$ cat src/rtl/screen_sequencer.sv
// Output multiplexer and sequencer for the VGA pixel port: forwards game pixels,
// clears the screen on a win, hands over to the banner drawer, then holds until restart.
module screen_sequencer #(
  parameter int         SCREEN_W     = 160,
  parameter int         SCREEN_H     = 120,
  parameter logic [2:0] CLEAR_COLOUR = 3'b000
) (
  input  logic       fastclock,
  input  logic       resetn,
  input  logic       win,
  input  logic       restart,
  input  logic [7:0] game_x,
  input  logic [6:0] game_y,
  input  logic [2:0] game_colour,
  input  logic       game_plot,
  input  logic [7:0] ban_x,
  input  logic [6:0] ban_y,
  input  logic [2:0] ban_colour,
  input  logic       ban_plot,
  input  logic       ban_done,
  output logic       ban_start,
  output logic [7:0] x,
  output logic [6:0] y,
  output logic [2:0] colour,
  output logic       plot,
  output logic [1:0] mode,
  output logic       busy
);

  localparam int CX_W = (SCREEN_W > 1) ? $clog2(SCREEN_W) : 1;
  localparam int CY_W = (SCREEN_H > 1) ? $clog2(SCREEN_H) : 1;
  localparam logic [CX_W-1:0] CX_LAST = CX_W'(SCREEN_W - 1);
  localparam logic [CY_W-1:0] CY_LAST = CY_W'(SCREEN_H - 1);

  typedef enum logic [1:0] {
    S_GAME   = 2'd0,
    S_CLEAR  = 2'd1,
    S_BANNER = 2'd2,
    S_HOLD   = 2'd3
  } state_t;

  state_t          state;
  logic            run_q;
  logic [CX_W-1:0] cx;
  logic [CY_W-1:0] cy;
  logic            cx_last;
  logic            cy_last;

  assign cx_last = (cx == CX_LAST);
  assign cy_last = (cy == CY_LAST);

  assign mode = state;
  assign busy = (state == S_CLEAR) || (state == S_BANNER);

  // run_q spends the first edge after reset release idle, so a release that lands
  // close to an edge can never let half the flops leave reset on a different cycle.
  // NOTE: every register here is assigned with <= so all of them sample the
  // pre-edge values of each other; blocking assignments would chain updates.
  always_ff @(posedge fastclock or negedge resetn) begin
    if (!resetn) begin
      state     <= S_GAME;
      run_q     <= 1'b0;
      cx        <= '0;
      cy        <= '0;
      x         <= '0;
      y         <= '0;
      colour    <= '0;
      plot      <= 1'b0;
      ban_start <= 1'b0;
    end else if (!run_q) begin
      run_q <= 1'b1;
    end else begin
      ban_start <= 1'b0;
      plot      <= 1'b0;
      case (state)
        S_GAME: begin
          x      <= game_x;
          y      <= game_y;
          colour <= game_colour;
          plot   <= game_plot;
          if (win) begin
            state <= S_CLEAR;
            cx    <= '0;
            cy    <= '0;
          end
        end
        S_CLEAR: begin
          x      <= 8'(cx);
          y      <= 7'(cy);
          colour <= CLEAR_COLOUR;
          plot   <= 1'b1;
          if (cx_last) begin
            cx <= '0;
            if (cy_last) begin
              cy        <= '0;
              state     <= S_BANNER;
              ban_start <= 1'b1;
            end else begin
              cy <= cy + 1'b1;
            end
          end else begin
            cx <= cx + 1'b1;
          end
        end
        S_BANNER: begin
          // The pixel arriving alongside ban_done is the banner's final one.
          x      <= ban_x;
          y      <= ban_y;
          colour <= ban_colour;
          plot   <= ban_plot;
          if (ban_done) state <= S_HOLD;
        end
        S_HOLD: begin
          if (restart) state <= S_GAME;
        end
        default: state <= S_GAME;
      endcase
    end
  end

endmodule
$ cat config.mk
export PLATFORM = sky130hd
export DESIGN_NAME = screen_sequencer
export DESIGN_NICKNAME = d
export VERILOG_FILES = /design/src/rtl/screen_sequencer.sv
export SDC_FILE = /design/constraint.sdc
export NUM_CORES = 1
export LEC_CHECK = 0
export BUFFER_PORTS_ARGS = -buffer_cell sky130_fd_sc_hd__buf_2
export CAP_MARGIN = 10
export CORE_AREA = 2 2 66 68
export CTS_CLUSTER_DIAMETER = 50
export DETAILED_ROUTE_END_ITERATION = 7
export DIE_AREA = 0 0 68 70
export GPL_TIMING_DRIVEN = 1
export PLACE_DENSITY_LB_ADDON = 0.12
export SYNTH_ARGS = -nofsm -noshare
export SYNTH_HDL_FRONTEND = slang
export SYNTH_SLANG_ARGS = --single-unit
export TNS_END_PERCENT = 1
$ cat constraint.sdc
create_clock -name fastclock -period 3.28 [get_ports fastclock]
set_input_delay 0 -clock fastclock [delete_from_list [all_inputs] [get_ports fastclock]]
set_output_delay 0 -clock fastclock [all_outputs]
set_load 0.05 [all_outputs]
Yosys cells after proc, flatten, opt, wreduce, memory -nomap -nowiden
Index checks and enable logic that the tools add are counted.
Word-level totals
  logic and storage cells: 49
  memories: 0
  output and inout port bits: 23
  bits of input ports: 43
  ROM bits: 0
  latch bits: 0
  flip-flop bits (word level): 38
  RAM bits: 0
Operators by class
  divide/modulo/power cells: 0
  equal/unequal tests: 10
  mux-type cells: 20
  add/sub/neg operators: 2
  bitwise operators: 0
  magnitude comparators: 0
  reductions and logical operators: 8
  shift-type cells: 0
  multipliers: 0
Operators with widths (number)
  $pmux 8 s3: 1
  $mux 7: 3
  $pmux 7 s3: 1
  $mux 8: 2
  $pmux 8 s2: 1
  $pmux 7 s2: 1
  $mux 2: 5
  $ne 2x2->1 const B: 5
  $pmux 3 s3: 1
  $add 8x1->8 const B: 1
  $eq 8x8->1 const B: 1
  $pmux 2 s4: 1
  $add 7x1->7 const B: 1
  $eq 7x7->1 const B: 1
  $reduce_and 6->1: 1
  $eq 2x2->1 const B: 2
  $reduce_and 4->1: 1
  $mux 1: 3
  $pmux 1 s3: 1
  $reduce_and 3->1: 1
  $reduce_bool 3->1: 1
  $eq 2x1->1 const B: 1
  $logic_not 2->1: 1
  $reduce_and 2->1: 1
  2 further kinds: 2

Longest topological paths before layout
Gate-level depths: netlist of run 1.
  word-level depth: 4
  depth in mapped cells: 7

Worst setup path before layout of run 1
Ideal clock, no wire load.
  path kind: register to register
  start point: register state[0] (netlist: mode[0])
  end point: register y[4]
  path buffers: 2
  library setup time: 0.118 ns
  path slack: 0.862 ns
  data arrival time: 2.300 ns
  cell stages (with the launch flop): 7
  required time: 3.162 ns
  clock period less this slack: 2.418 ns
  cells stage by stage: dfrtp_1 -> inv_1 -> ha_1 -> clkbuf_1 -> buf_1 -> a311oi_1 -> a21o_1
Between the ends
  word-level cells in the longest chain between the ends: 3
Ends and longest elaborated chain
  from (decl): RTL line 42  | state_t state;
  from (signal assigned): RTL line 61  | state <= S_GAME;
  from (signal assigned): RTL line 82  | state <= S_CLEAR;
  from (signal assigned): RTL line 96  | state <= S_BANNER;
  $eq 2x1->1 (tied with other cells): RTL line 75  | case (state)
  $reduce_bool 3->1 (no source line)
  $reduce_and 2->1 (no source line)
  to (signal assigned): RTL line 78  | y <= game_y;
  to (signal assigned): RTL line 89  | y <= 7'(cy);
  to (signal assigned): RTL line 108  | y <= ban_y;
  to (decl): RTL line 23  | output logic [6:0] y,
Several ways; a longest one is shown, not always the timed one.
A chain may end at the register's enable or synchronous reset.

Final worst setup path of run 1
  start point: register state[1] (netlist: mode[1])
  end point: register cy[1]
Between the ends
  word-level cells in the longest chain between the ends: 3
Ends and longest elaborated chain
  $eq 2x1->1 or $logic_not 2->1 (tied branches): RTL line 75
  $ne 2x2->1 (no source line) or $reduce_bool 2->1 (tied branches)
  $reduce_and 4->1 (no source line)
  to (signal assigned): RTL line 99  | cy <= cy + 1'b1;
  to (decl): RTL line 45  | logic [CY_W-1:0] cy;
Several ways; a longest one is shown, not always the timed one.

==> key figures, run 1 <==
Final layout
  – Most frequent cells in the layout: buf_2, nand2_1, dfrtp_1
  – P&R area growth vs syn: 20.26%
  – Share of layout cells above drive strength 1: 25.57%
  – Final core utilization: between 60 and 70%
  – Antenna cells: 0
  – Commonest non-fill, non-tap cell in the layout: buf_2
  – Nets: between 300 and 400

Yosys
  – Post-synthesis sequential area ratio: 44.50%
  – Cell count after synthesis: 246
  – Yosys cell types: 43
  – Synthesized Nets: 296
  – Post-Syn Area per Cell: 8.687 um^2
  – Synth Cell Area: about 2100 um^2
  – Synthesis-stage register bit count: 38
  – Post-synth EDFFs: 0
  – Async S/R FF share, synth: between 90% and 100%
  – Warnings from Yosys: 0
  – Top FF cell, synth: dfrtp_1

Timing
  – Final min period: 2380 ps
  – Relative slew slack: 27.25%
  – RSZ-0062 raised after global routing: false
  – Max Transition Viols Final: 0
  – Clk_skew: about 3.7 ps
  – Number of hold violations in the final report: 0
  – Peak Freq: 420.1 MHz
  – Worst-margin pin slew: 1091 ps
  – Final setup viols: 0
  – Setup TNS: 0 ps
  – Period utilization: 72.57%

Die
  – Area of the core: 4144 um^2
  – Die span in y: 70 um
  – Top Ports: 66
  – Starting density of the core: 51.57%
  – Die X: between 60 and 70 um
  – Die area: 4760 um^2
  – Rows: 24

CTS
  – # H-tree levels: 2
  – Worst-Skew Late Latency: 290 ps
  – CTS Buf Count: 5
  – Clock root cell: clkbuf_8
  – Postcts setup bufs: 0
  – Clock Sinks: 38
  – Clk slew on worst S/H paths: 70 ps
  – Clock Path Buffers: 2
  – CTS tree: done

Power and ir drop
  – Net Sw Power: 0.5226 mW
  – Clock share of power: between 20% and 30%
  – Leak: 1.269 nW
  – Combinational Power Share: 30.7%
  – Internal power: 0.8449 mW
  – Max VDD drop: 0.3037 mV
  – Sequential Power Share: 47.1%
  – Pwr Density: 532.1 nW/um^2
  – Sw Ratio: 38.22%

Critical path
  – CP Class: flip-flop to flip-flop
  – R2R Path Start: mode[1]
  – R2R Setup Slk: 900 ps
  – Startpoint Class: flip-flop
  – CP Launch Point: mode[1]
  – Critical Path Fanout Max: 32
  – R2R depth: 7
  – Worst endpoint data arrival time: 2540 ps
  – Critical R2R Capture: cy[1]
  – Critical Path End Type: flip-flop
  – CP required: 3440 ps

Routing
  – Total Wirelength: 5.240 mm
  – Final ANT Viol Nets: 0
  – Initial DRC count: between 100 and 150
  – Vias/cell: ~5.6
  – Post-route DRC: 0
  – Via count: 2013
  – Initial DRT Pass Iterations: 4
  – Routed wire per std cell: 14.68 um

Place
  – PortBufs: 65
  – Post-detail-place hpwl: 3.728 mm
  – Placer's final routability congestion estimate: 0.8851

Hold path
  – HP Class: input port to flip-flop
  – Hold endpoint: y[6]
  – Hold Path Depth: 3
  – Min-delay src: game_y[6]

Global routing
  – Remaining Overflow, GRT: 0
  – First-pass GRT wire length: around 8.5 mm
  – Vias in the first global route: 1785
  – Initial antenna violation count: 0
  – Total Routing Usage GR: a little under a quarter
  – Largest net degree at the start of global routing: 39

Flow run
  – Max cap viols: 0

Outcome
  – Outcome: completed
## synthesized netlist by cell type, types with 2 or more instances
cell type	count	area, um^2
nand2_1	42	157.7
dfrtp_1	38	950.9
o21ai_0	35	175.2
clkbuf_1	14	52.55
a22oi_1	13	97.59
nand4_1	10	62.56
nor2_1	10	37.54
inv_1	9	33.78
ha_1	7	87.58
nand3_1	7	35.03
a21oi_1	4	20.02
a31oi_1	4	25.02
nand2b_1	4	25.02
a31o_2	3	26.28
and3_1	3	18.77
nor2b_1	3	18.77
nor3_1	3	15.01
xor2_1	3	26.28
a221o_1	2	20.02
a22o_1	2	17.52
and2_1	2	12.51
and4_1	2	17.52
mux2_2	2	22.52
mux2i_1	2	20.02
o22ai_1	2	12.51
or3_1	2	12.51
or4_1	2	15.01
## worst max path at each step
stage	end	slack (ps)	depth (start not counted)
after CTS	cy[1]	910	7
after floorplan	y[4]	860	6
final	cy[1]	900	7
after global routing	cy[1]	690	7
after global placement	cy[3]	1030	7
after detailed placement	cy[1]	920	7
## state kept, by name (all words and copies together) (netlist names)
register and flops:
ban_start 1, colour 3, cx 8, cy 7, mode 2, plot 1, run_q 1, x 8
y 7
## cell families after synthesis
| family | share of synthesized area [%] |
|---|---|
| compound gates | 21.90 |
| xor+xnor | 1.230 |
| fa+ha+maj | 4.098 |
| flops | 44.50 |
| mux | 1.991 |
| simple gates | 21.66 |
| buf+inv | 4.449 |
| other cells | 0.1755 |
## per-layer routing
layer,global-route usage [%],up-vias,share of wire (%)
met1,34.24,919,49
met5,0,-,0
li1,-,1004,-
met2,33.12,81,43
met4,7.111,0,1.3
met3,5.958,9,7.0
## power groups by stage
stage | Clock (mW) | Sequential [mW] | Combinational [mW]
global route | 0.330 | 0.658 | 0.465
floorplan | 0 | 0.746 | 0.197
global placement | 0 | 0.649 | 0.414
detailed placement | 0 | 0.650 | 0.417
finish | 0.303 | 0.644 | 0.420
CTS | 0.310 | 0.641 | 0.422
## per-stage QoR
stage | instances | cell area [um^2] | setup WS, ps | hold WS (ps) | power, mW
after floorplan | 246 | 2137 | 861.7 | -295.6 | 0.9427
after global placement | 348 | 2474 | 1026 | 153.0 | 1.063
after detailed placement | 348 | 2474 | 921.8 | 153.2 | 1.067
after CTS | 357 | 2570 | 910.2 | 0.7733 | 1.373
after global routing | 357 | 2570 | 693.5 | 8.080 | 1.453
final | 357 | 2570 | 899.8 | 12.32 | 1.368
## timing repair
action,4_1_cts,5_1_grt
hold endpoints to repair,39,0
hold buffers,2,0
gates resized for setup,0,0
## worst max-delay path, cell delays in order, from the launching register on
cell	delay [ps]
dfrtp_1	430
inv_1	110
ha_1	150
buf_4	290
mux2_2	290
nand2_1	310
a21oi_1	510
o21ai_0	140
## area by class of cell
class	instances	area [um^2]
sequential	38	950.9
timing repair buffer	68	352.8
multi-input combinational	183	1091
fill	381	1574
tap	52	65.06
inverter	9	33.78
clock buffer	7	76.32
Note: power is estimated with default switching activity, not from simulation.
==> run 2, diff against run 1 <==
--- a/config.mk
+++ b/config.mk
@@ -7,10 +7,10 @@
 export LEC_CHECK = 0
 export BUFFER_PORTS_ARGS = -buffer_cell sky130_fd_sc_hd__buf_2
 export CAP_MARGIN = 10
-export CORE_AREA = 2 2 66 68
+export CORE_AREA = 2 2 68 70
 export CTS_CLUSTER_DIAMETER = 50
 export DETAILED_ROUTE_END_ITERATION = 7
-export DIE_AREA = 0 0 68 70
+export DIE_AREA = 0 0 70 72
 export GPL_TIMING_DRIVEN = 1
 export PLACE_DENSITY_LB_ADDON = 0.12
 export SYNTH_ARGS = -nofsm -noshare
==> constraint.sdc (replaced) <==
create_clock -name fastclock -period 2.4 [get_ports fastclock]
set_input_delay 0 -clock fastclock [delete_from_list [all_inputs] [get_ports fastclock]]
set_output_delay 0 -clock fastclock [all_outputs]
set_load 0.05 [all_outputs]
==> key figures, run 2 (synthesis results as in run 1) <==
Final layout
  – Commonest non-fill, non-tap cell in the layout: buf_2
  – Fillers: 385
  – Final Cell Area: 2689 um^2
  – Most frequent cells in the layout: buf_2, nand2_1, dfrtp_1
  – Multi-input logic area: roughly 1100 um^2
  – Share of layout cells above drive strength 1: 27.56%
  – Antenna cells: 0
  – Register Area: 950.9 um^2
  – Nets: roughly 360
  – P&R area growth vs syn: 25.82%
  – Top Registers: cx (8), x (8)

Place
  – PortBufs: 65
  – Post-detail-place hpwl: 3.875 mm
  – Setup WS pre-CTS: 244.7 ps
  – Placer's final routability congestion estimate: 0.9257
  – Dpl cell area: 2506 um^2

CTS
  – Clk slew on worst S/H paths: around 80 ps
  – CTS Buf Count: 5
  – Worst-Skew Late Latency: 290 ps
  – CTS tree: done
  – # H-tree levels: 2
  – Postcts setup bufs: 0
  – Clock root cell: clkbuf_8
  – Clock Sinks: 38
  – Post-CTS Resized: 0
  – Clock Path Buffers: 2

Power and ir drop
  – Max VDD drop: between 0.5 and 0.6 mV
  – Leak: 1.330 nW
  – Pwr Density: 794.9 nW/um^2

Timing
  – Hold_ws: 8.235 ps
  – Setup TNS: 0 ps
  – Clk_skew: 6.240 ps
  – RSZ-0062 raised after global routing: false
  – Relative slew slack: around 44%
  – Worst-margin pin slew: 847.0 ps
  – Max Transition Viols Final: 0
  – Final min period: 2198 ps
  – Period utilization: 91.57%
  – Peak Freq: 455.0 MHz
  – Number of hold violations in the final report: 0
  – Final setup viols: 0
  – Final Worst Setup Slack: 202.3 ps

Die
  – Top Ports: 66
  – Area of the core: 4264 um^2
  – Starting density of the core: 50.12%
  – Die area: ~5000 um^2
  – Die span in y: 72 um
  – Rows: 24
  – Die X: 70 um

Outcome
  – Outcome: completed

Critical path
  – CP Class: flip-flop to flip-flop
  – Crit-path leading delay family: simple AND/OR/NAND/NOR gates
  – Worst path max stage delay: 430 ps
  – Worst endpoint data arrival time: about 2400 ps
  – Critical Path Fanout Max: 16
  – Slowest stage cell on the critical path: nand2_1
  – CP required: 2570 ps
  – Startpoint Class: flip-flop
  – Buf/Inv on CP: 1
  – Critical Path End Type: flip-flop
  – Worst-path cell chain: inv_1 > ha_2 > mux2_2 > nand2_1 > nor2_1 > a221o_1

Global routing
  – Total Routing Usage GR: 22.87%
  – Vias in the first global route: 1891
  – Remaining Overflow, GRT: 0
  – First-pass GRT wire length: 9.149 mm
  – Largest net degree at the start of global routing: 39
  – Initial antenna violation count: 0

Flow run
  – Max cap viols: 0

Routing
  – Post-route DRC: 0
  – Vias/cell: between 5 and 6
  – Initial DRC count: ~160
  – Initial DRT Pass Iterations: 4
  – Routed wire per std cell: about 15 um
  – Total Wirelength: about 5.5 mm
  – Via count: 2055
  – Final ANT Viol Nets: 0

Hold path
  – HP Class: input port to flip-flop
[run 2: cell count changes in the layout (fill, tap and decap cells not counted)]
cell and change:
ha_1 -1, dlygate4sd3_1 +2, buf_4 +4, ha_2 +1, bufinv_16 +2, clkbuf_1 -2
clkbuf_8 +1
[run 2: area by class of cell]
| class | count | share of cell area [%] |
|---|---|---|
| inverters | 9 | 1.256 |
| flip-flops and latches | 38 | 35.37 |
| multi-input cells | 183 | 40.67 |
| clock buffers | 6 | 3.071 |
| well taps | 52 | 2.420 |
| repair buffers | 74 | 14.98 |
| clock inverters | 2 | 2.234 |
[run 2: final timing paths]
path,start,endpoint,slack [ps],cells past startpoint
max in group asynchronous,resetn,mode[0],1510,2
min in group asynchronous,resetn,x[5],350,2
min reg2reg,colour[1],colour[1],480,2
max reg2reg,mode[0],cy[5],200,6
min,ban_colour[1],colour[1],8,3
max,mode[0],cy[5],200,6
[run 2: repair_timing]
item | CTS | global route
hold buffers | 4 | 0
hold endpoints to repair | 41 | 0
endpoints found under the setup margin | 0 | 0
[run 2: report_power, final]
part | total (mW) | switching [mW] | leakage, nW | internal (mW)
clock network | 0.667 | 0.224 | 0.0714 | 0.443
logic | 0.607 | 0.384 | 0.804 | 0.223
registers | 0.862 | 0.117 | 0.454 | 0.745
total | 2.14 | 0.726 | 1.33 | 1.41
[run 2: per-layer routing]
metal  wire length, um  track usage (%)  vias to the layer above
met5                 0                0                        -
met4               106            9.188                        0
met3               323            3.889                        9
met2              2484            34.71                       73
met1              2590            32.86                      955
li1                  -                -                     1018
[run 2: worst register-to-register path: cells and delay by family (launching register included)]
| kind | cells | cell delay [ps] |
|---|---|---|
| adders and majority gates | 1 | 220 |
| and+or+nand+nor | 2 | 580 |
| AOI/OAI and AO/OA | 1 | 320 |
| buffers and inverters | 1 | 140 |
| muxes | 1 | 400 |
| DFF | 1 | 420 |
[run 2: per-stage QoR]
| stage | instances | total power, mW | util [%] |
|---|---|---|---|
| after global routing | 364 | 2.263 | 63.06 |
| after floorplan | 246 | 1.288 | - |
| final | 364 | 2.137 | 63.06 |
| after CTS | 364 | 2.151 | 63.06 |
| after global placement | 352 | 1.461 | 58.77 |
| after detailed placement | 352 | 1.472 | 58.77 |
==> run 3, diff against run 2 <==
--- a/config.mk
+++ b/config.mk
@@ -7,10 +7,10 @@
 export LEC_CHECK = 0
 export BUFFER_PORTS_ARGS = -buffer_cell sky130_fd_sc_hd__buf_2
 export CAP_MARGIN = 10
-export CORE_AREA = 2 2 68 70
+export CORE_AREA = 2 2 82 84
 export CTS_CLUSTER_DIAMETER = 50
 export DETAILED_ROUTE_END_ITERATION = 7
-export DIE_AREA = 0 0 70 72
+export DIE_AREA = 0 0 84 86
 export GPL_TIMING_DRIVEN = 1
 export PLACE_DENSITY_LB_ADDON = 0.12
 export SYNTH_ARGS = -nofsm -noshare
==> key figures, run 3 (synthesis results as in run 1) <==
Outcome
  – Outcome: completed

Global routing
  – First-pass GRT wire length: 9.584 mm
  – Largest net degree at the start of global routing: 39
  – Met1 GRT Util: 24.02%
  – Grt met2 use: 24.73%
  – Remaining Overflow, GRT: 0
  – Total Routing Usage GR: about 17%
  – GR Util met3: 4.331%
  – Initial antenna violation count: 0
  – Global route hottest layer: met2
  – Vias in the first global route: about 1800

Die
  – Die area: ~7200 um^2
  – Die span in y: 86 um
  – Starting density of the core: 34.04%
  – Die X: approximately 84 um
  – Rows: 29
  – Top Ports: 66
  – Area of the core: approximately 6300 um^2

Routing
  – Final ANT Viol Nets: 0
  – Vias/cell: 5.067
  – Via count: between 1500 and 2000
  – Initial DRC count: around 130
  – Total Wirelength: ~5.8 mm
  – Post-route DRC: 0
  – Initial DRT Pass Iterations: 4
  – Routed wire per std cell: 14.84 um

Timing
  – Final setup viols: 0
  – RSZ-0062 raised after global routing: false
  – Final Worst Setup Slack: 255.7 ps
  – Hold_ws: 5.943 ps
  – Relative slew slack: about two fifths
  – Period utilization: 89.35%
  – Final min period: 2144 ps
  – Clk_skew: 4.369 ps
  – Setup TNS: 0 ps
  – Worst-margin pin slew: 876.9 ps
  – Peak Freq: between 400 and 500 MHz
  – Number of hold violations in the final report: 0
  – Max Transition Viols Final: 0

Power and ir drop
  – Pwr Density: 717.0 nW/um^2
  – Max VDD drop: between 0.4 and 0.5 mV
  – Power Total: 1.922 mW
  – Leak: 1.310 nW

Final layout
  – Final Cell Area: 2680 um^2
  – Fillers: between 600 and 700
  – Register Area: 950.9 um^2
  – Most frequent cells in the layout: buf_2, nand2_1, dfrtp_1
  – P&R area growth vs syn: 25.41%
  – Multi-input logic area: 1094 um^2
  – Nets: 362
  – Top Registers: cx (8), x (8)
  – Final Non-Filler Cells: 390
  – Final core utilization: 42.69%
  – Antenna cells: 0
  – Share of layout cells above drive strength 1: 27.80%
  – Commonest non-fill, non-tap cell in the layout: buf_2

CTS
  – Clock Path Buffers: 2
  – Worst-Skew Late Latency: slightly below 300 ps
  – # H-tree levels: 2
  – Clock root cell: clkbuf_8
  – CTS tree: done
  – CTS Buf Count: 5
  – Clock Sinks: 38
  – Clk slew on worst S/H paths: approximately 80 ps
  – Post-CTS Resized: 0

Critical path
  – CP Launch Point: cx[0]
  – Critical Path Fanout Max: 7
  – Worst endpoint data arrival time: 2300 ps
  – Critical Path End Type: flip-flop
  – CP Class: flip-flop to flip-flop
  – Startpoint Class: flip-flop
  – CP required: between 2000 and 3000 ps
  – R2R Path Start: cx[0]

Place
  – PortBufs: 65
  – Setup WS pre-CTS: 280.6 ps
  – Placer's final routability congestion estimate: 0.8458
  – Dpl cell area: approximately 2500 um^2
  – Placed Cells: 378
  – Post-detail-place hpwl: approximately 4.2 mm

Flow run
  – Max cap viols: 0

Hold path
  – HP Class: input port to flip-flop
  – Min-delay src: game_x[2]
## run 3: changes by cell type in the layout (fill, tap and decap cells not counted), sizes merged
cell	previous run	this run
bufinv	2	0
clkinv	0	1
clkinvlp	0	1
buf	70	71
## run 3: repair_timing
action	4_1_cts	5_1_grt
hold buffers	4	0
hold endpoints to repair	41	0
setup buffers	0	0
## run 3: worst paths after layout
kind                       cells past startpoint         to  slack [ps]
max                                            5      cy[1]         260
min                                            3       x[2]           6
max reg2reg                                    5      cy[1]         260
min reg2reg                                    2  colour[1]         480
max in group asynchronous                      2      cy[0]        1490
min in group asynchronous                      2       x[4]         360
## run 3: layout make-up
| class | count | share of cell area, % |
|---|---|---|
| timing repair buffer | 75 | 15.31 |
| sequential | 38 | 35.48 |
| clock inverter | 2 | 0.4669 |
| inverter | 9 | 1.261 |
| multi-input combinational | 183 | 40.80 |
| clock buffer | 6 | 3.081 |
| tap | 77 | 3.595 |
## run 3: worst max-delay path: stages (launching register included)
cell and delay (ps):
dfrtp_1 450, ha_1 260, nand3_1 170, or4_1 580, a21oi_1 430, o21ai_0 130
## run 3: routing by layer
layer / wire length, um / share of wire, %
met4: 104 / 1.8
met5: 0 / 0
met2: 2452 / 42
met3: 352 / 6.1
met1: 2879 / 50
## run 3: report_power, final
part | total, mW | switching [mW] | internal [mW] | leakage, nW
logic | 0.587 | 0.372 | 0.215 | 0.809
registers | 0.871 | 0.127 | 0.745 | 0.454
clock network | 0.463 | 0.232 | 0.231 | 0.0472
